--- config.mk ---
export PLATFORM = sky130hd
export DESIGN_NAME = int_flag_controller
export DESIGN_NICKNAME = d
export VERILOG_FILES = /design/src/rtl/int_flag_controller.sv
export SDC_FILE = /design/constraint.sdc
export NUM_CORES = 1
export LEC_CHECK = 0
export ABC_CLOCK_PERIOD_IN_PS = 4500
export CAP_MARGIN = 15
export CORE_MARGIN = 2
export CORE_UTILIZATION = 45
export CTS_CLUSTER_DIAMETER = 150
export DETAILED_ROUTE_END_ITERATION = 10
export GPL_TIMING_DRIVEN = 0
export PLACE_DENSITY = 0.83
export SKIP_CTS_REPAIR_TIMING = 1
export SYNTH_ARGS = -nofsm -noshare
export SYNTH_HDL_FRONTEND = slang
export SYNTH_SLANG_ARGS = --single-unit
--- constraint.sdc ---
create_clock -name clk -period 4.5 [get_ports clk]
set_clock_uncertainty 0.1 [all_clocks]
set_input_delay 0.9 -clock clk [delete_from_list [all_inputs] [get_ports clk]]
set_output_delay 0.9 -clock clk [all_outputs]
set_load 0.01 [all_outputs]
--- src/rtl/int_flag_controller.sv ---
// Interrupt sequencer: edge-captures requests, enters the highest-priority unmasked
// source at an instruction boundary, and shadows carry/zero across the ISR for RETI.
module int_flag_controller #(
  parameter int                 NUM_IRQ    = 4,
  parameter int                 ADDR_W     = 8,
  parameter logic [ADDR_W-1:0]  VEC_BASE   = 8'h04,
  parameter int unsigned        VEC_STRIDE = 2
) (
  input  logic               clk,
  input  logic               reset,
  input  logic [NUM_IRQ-1:0] irq,
  input  logic               mask_we,
  input  logic [NUM_IRQ-1:0] mask_wdata,
  input  logic               instr_done,
  input  logic               reti_req,
  input  logic               cc_c,
  input  logic               cc_z,
  output logic               int_c,
  output logic               int_z,
  output logic               reti_signal,
  output logic               stall,
  output logic               pc_save,
  output logic               vector_valid,
  output logic [ADDR_W-1:0]  vector_addr,
  output logic [NUM_IRQ-1:0] irq_ack,
  output logic               in_isr,
  output logic [NUM_IRQ-1:0] mask
);

  localparam int SEL_W = (NUM_IRQ > 1) ? $clog2(NUM_IRQ) : 1;

  typedef enum logic [1:0] {
    S_IDLE   = 2'd0,
    S_ENTRY  = 2'd1,
    S_ISR    = 2'd2,
    S_RETURN = 2'd3
  } state_t;

  state_t             state;
  state_t             state_next;
  logic [NUM_IRQ-1:0] pending;
  logic [NUM_IRQ-1:0] irq_prev;
  logic               ie;
  logic               shadow_c;
  logic               shadow_z;
  logic [SEL_W-1:0]   sel_r;

  logic [NUM_IRQ-1:0] eligible;
  logic [NUM_IRQ-1:0] rise;
  logic [NUM_IRQ-1:0] sel_onehot;
  logic [SEL_W-1:0]   sel;
  logic               take;

  assign eligible   = pending & ~mask;
  assign rise       = irq & ~irq_prev;
  assign sel_onehot = {{(NUM_IRQ-1){1'b0}}, 1'b1} << sel_r;
  assign take       = (state == S_IDLE) && ie && (|eligible) && instr_done;

  // Scan from the top so the lowest eligible index ends up winning.
  always_comb begin
    sel = '0;
    for (int i = NUM_IRQ - 1; i >= 0; i--) begin
      if (eligible[i]) sel = SEL_W'(i);
    end
  end

  always_comb begin
    state_next = state;
    case (state)
      S_IDLE:   if (take) state_next = S_ENTRY;
      S_ENTRY:  state_next = S_ISR;
      S_ISR:    if (reti_req && instr_done) state_next = S_RETURN;
      S_RETURN: state_next = S_IDLE;
      default:  state_next = S_IDLE;
    endcase
  end

  always_ff @(posedge clk) begin
    if (reset) begin
      state    <= S_IDLE;
      pending  <= '0;
      irq_prev <= '0;
      mask     <= '1;
      ie       <= 1'b1;
      shadow_c <= 1'b0;
      shadow_z <= 1'b0;
      sel_r    <= '0;
    end else begin
      state    <= state_next;
      irq_prev <= irq;
      // A fresh edge on the serviced line during ENTRY survives the clear.
      pending  <= (pending & ~((state == S_ENTRY) ? sel_onehot : '0)) | rise;
      if (mask_we) mask <= mask_wdata;
      if (take) begin
        shadow_c <= cc_c;
        shadow_z <= cc_z;
        sel_r    <= sel;
        ie       <= 1'b0;
      end else if (state == S_RETURN) begin
        ie <= 1'b1;
      end
    end
  end

  assign int_c = shadow_c;
  assign int_z = shadow_z;

  always_comb begin
    reti_signal  = 1'b0;
    stall        = 1'b0;
    pc_save      = 1'b0;
    vector_valid = 1'b0;
    vector_addr  = '0;
    irq_ack      = '0;
    in_isr       = 1'b0;
    case (state)
      S_ENTRY: begin
        stall        = 1'b1;
        pc_save      = 1'b1;
        vector_valid = 1'b1;
        vector_addr  = VEC_BASE + ADDR_W'(sel_r) * ADDR_W'(VEC_STRIDE);
        irq_ack      = sel_onehot;
      end
      S_ISR: in_isr = 1'b1;
      S_RETURN: begin
        reti_signal = 1'b1;
        stall       = 1'b1;
        in_isr      = 1'b1;
      end
      default: ;
    endcase
  end

endmodule

==> results.tsv <==
metric	value	unit
worst_ep_arrival_time	1900	ps
worstHoldPathCells	2	
wirelength	1800	um
netlist_top_cells_area	sky130_fd_sc_hd__dfxtp_1 (40%), sky130_fd_sc_hd__mux2i_1 (7.4%), sky130_fd_sc_hd__ha_1 (6.6%), sky130_fd_sc_hd__buf_4 (4.8%), sky130_fd_sc_hd__nand2b_4 (4.4%)	
cp-end-kind	output port	
cts_root_buf	sky130_fd_sc_hd__clkbuf_4	
timing.critical_path.cells	inv_1 > ha_1 > nand2b_1 > inv_1 > nand2_1 > inv_1 > clkdlybuf4s50_1	
slowest_stage_delay_on_critical_path	520	ps
maxClockFrequency	345	MHz
synthesis.area	942	um^2
drv_slew	0	
crit_slowest_cell	sky130_fd_sc_hd__clkdlybuf4s50_1	
cts-buffers-inserted	3	
rsz0062_at_grt	no	
avgSynthCellArea	9.15	um^2
instances_no_fill	169	
die_x	49.8	um
hold_violations	0	
layout.cells.most_common	sky130_fd_sc_hd__clkdlybuf4s50_1	
final_cell_mix	sky130_fd_sc_hd__clkdlybuf4s50_1 (31), sky130_fd_sc_hd__dfxtp_1 (19), sky130_fd_sc_hd__nand2_1 (9), sky130_fd_sc_hd__nor2_1 (9), sky130_fd_sc_hd__inv_1 (8)	
post-route-drc-count	0	
crit_fanout	7	
detail_route.vias_per_cell	4.65	
aggregate_global_route_resource_usage	0.150	
synth_largest_type_area_fraction	0.404	
insertion_delay	290	ps
layout_worst_path_cycle_share	0.645	
synth_top_area_cell	sky130_fd_sc_hd__dfxtp_1	
finish.net_count	163	
dieArea	0.00248	mm^2
grt_max_degree	11	
synth.distinct_cells	24	
critical_path_class	register to output port	
synthesis.yosys.warnings	0	
cp.required	3500	ps
h-tree-depth	1	
setup.reg_to_reg.worst_slack	2810	ps
gp_congestion	0.689	
worstReg2RegStart	state[0]	
numPlacedInstances	165	
power_per_cell_area	352	mW/mm^2
r2r.worst_path.cells	6	
first_global_vias	697	
maxCapViolations	0	
worst_r2r_endpoint	state[1]	
antenna_violations_before_repair	0	
cts_max_path_buffers	2	
insertedDiodeCount	0	
core-area	0.00196	mm^2
layout.core_utilization	0.677	
sequential_share_of_the_synthesized_area	0.404	
multi_input_comb_area	494	um^2
clk_pin_slew	100	ps
numClockSinks	19	
grt_first_pass_wirelength	2880	um
final.min_clock_period	2900	ps
ff_latch_area	380	um^2
postSynthCellCount	103	
antenna_left	0	
initial_utilization	0.480	
holdCritPathClass	register to register	
vdd_drop_max	0.210	mV
run_status	finished clean	
setup-violations-final	0	
cts_tree	done	
layout-area-overhead-vs-synth	40.9	%
drtPass1Iterations	4	
placementRows	16	
detailed_place_hpwl	1450	um
buffer_ports.inserted	31	
route.vias.total	786	
grt_overflow_total	0	
ys_seq_elements	19	
fin_setup_tns	0	ps
io-pin-count	38	
wl_per_cell	10.7	um
critical_path.startpoint_type	register	
drt_first_iter_violations	7	
min_delay_worst_endpoint	state[1]	
hold_path.startpoint	state[1]	
dieHeight	49.8	um
critical-path-top-cell-by-count	sky130_fd_sc_hd__inv_1	
filler_cell_count	176	
power_leakage	0.610	nW
power.total	0.000467	W
final_layout_size_suffix_gt1_frac	0.120	
[cells by family (layout without fill, tap and decap cells)]
logic type	Yosys count	count (layout)	synth area share
buffers and inverters	16	51	0.0877
AND/OR/NAND/NOR	40	40	0.244
flip-flops	19	19	0.404
multiplexers	7	7	0.0744
AO/OA/AOI/OAI	15	15	0.120
other	1	5	0.00398
adder cells (fa/ha/maj)	5	5	0.0664
[how the worst max path moves through the flow]
stage | start | endpoint | slack, ps
2_1_floorplan | state[1] | irq_ack[1] | 2430
3_3_place_gp | state[1] | irq_ack[1] | 1960
3_5_place_dp | state[1] | irq_ack[1] | 1910
4_1_cts | state[1] | irq_ack[1] | 1580
5_1_grt | state[1] | irq_ack[1] | 1450
6_report | state[1] | irq_ack[1] | 1600
[state kept, by name, summed over array words and instances, names as in the netlist]
name	flops
int_c	1
irq_prev	4
mask	4
sel_r	2
int_z	1
state	2
pending	4
ie	1
[synth_stat cells]
| cell type | instances |
|---|---|
| sky130_fd_sc_hd__o21ai_0 | 5 |
| sky130_fd_sc_hd__or2_2 | 2 |
| sky130_fd_sc_hd__buf_4 | 6 |
| sky130_fd_sc_hd__and2b_1 | 1 |
| sky130_fd_sc_hd__a41oi_4 | 1 |
| sky130_fd_sc_hd__nor3_1 | 1 |
| sky130_fd_sc_hd__ha_1 | 5 |
| sky130_fd_sc_hd__nand2b_4 | 3 |
| sky130_fd_sc_hd__nand2_1 | 9 |
| sky130_fd_sc_hd__dfxtp_1 | 19 |
| sky130_fd_sc_hd__nor2b_1 | 6 |
| sky130_fd_sc_hd__o211a_1 | 1 |
| sky130_fd_sc_hd__clkbuf_1 | 2 |
| sky130_fd_sc_hd__and2_1 | 1 |
| sky130_fd_sc_hd__mux2i_1 | 7 |
| sky130_fd_sc_hd__and3_1 | 1 |
| sky130_fd_sc_hd__nand3_1 | 1 |
| sky130_fd_sc_hd__a2bb2oi_2 | 1 |
| sky130_fd_sc_hd__inv_1 | 8 |
| sky130_fd_sc_hd__nor2_1 | 9 |
| sky130_fd_sc_hd__nand3_2 | 1 |
| sky130_fd_sc_hd__conb_1 | 1 |
| sky130_fd_sc_hd__nand2b_1 | 5 |
| sky130_fd_sc_hd__a21oi_1 | 7 |
[area by class of cell]
type,instances,share of cell area
clock buffer,4,0.0198
multi-input combinational,72,0.372
tap,27,0.0254
sequential,19,0.287
buffer,8,0.0396
timing repair buffer,31,0.234
inverter,8,0.0226
[worst max-delay path: cells and delay by family, from the launching register on]
| family | cells | cell delay, ps |
|---|---|---|
| adder cells (fa/ha/maj) | 1 | 290 |
| flip-flops | 1 | 350 |
| buffers and inverters | 4 | 770 |
| AND/OR/NAND/NOR | 2 | 190 |
[per-stage QoR]
| stage | hold slack [ps] | setup WS, ps | instance area (um^2) |
|---|---|---|---|
| after floorplan | 356 | 2430 | 957 |
| after global placement | 377 | 1960 | 1300 |
| after detailed placement | 382 | 1910 | 1300 |
| after CTS | 414 | 1580 | 1330 |
| after global routing | 431 | 1450 | 1330 |
| final | 408 | 1600 | 1330 |
[where the power goes]
part	internal, W	leakage (nW)	switching [W]
clock	0.0000345	0.0150	0.0000489
combinational	0.000104	0.438	0.0000814
sequential	0.000184	0.157	0.0000141
total	0.000323	0.610	0.000144
[layer usage]
metal,global-route usage,vias up,wire [um]
li1,-,399,-
met1,0.174,353,801
met2,0.251,29,853
met3,0.0273,5,108
met4,0.0972,0,38
met5,0,-,0
Power figures use the tool's default switching activity.
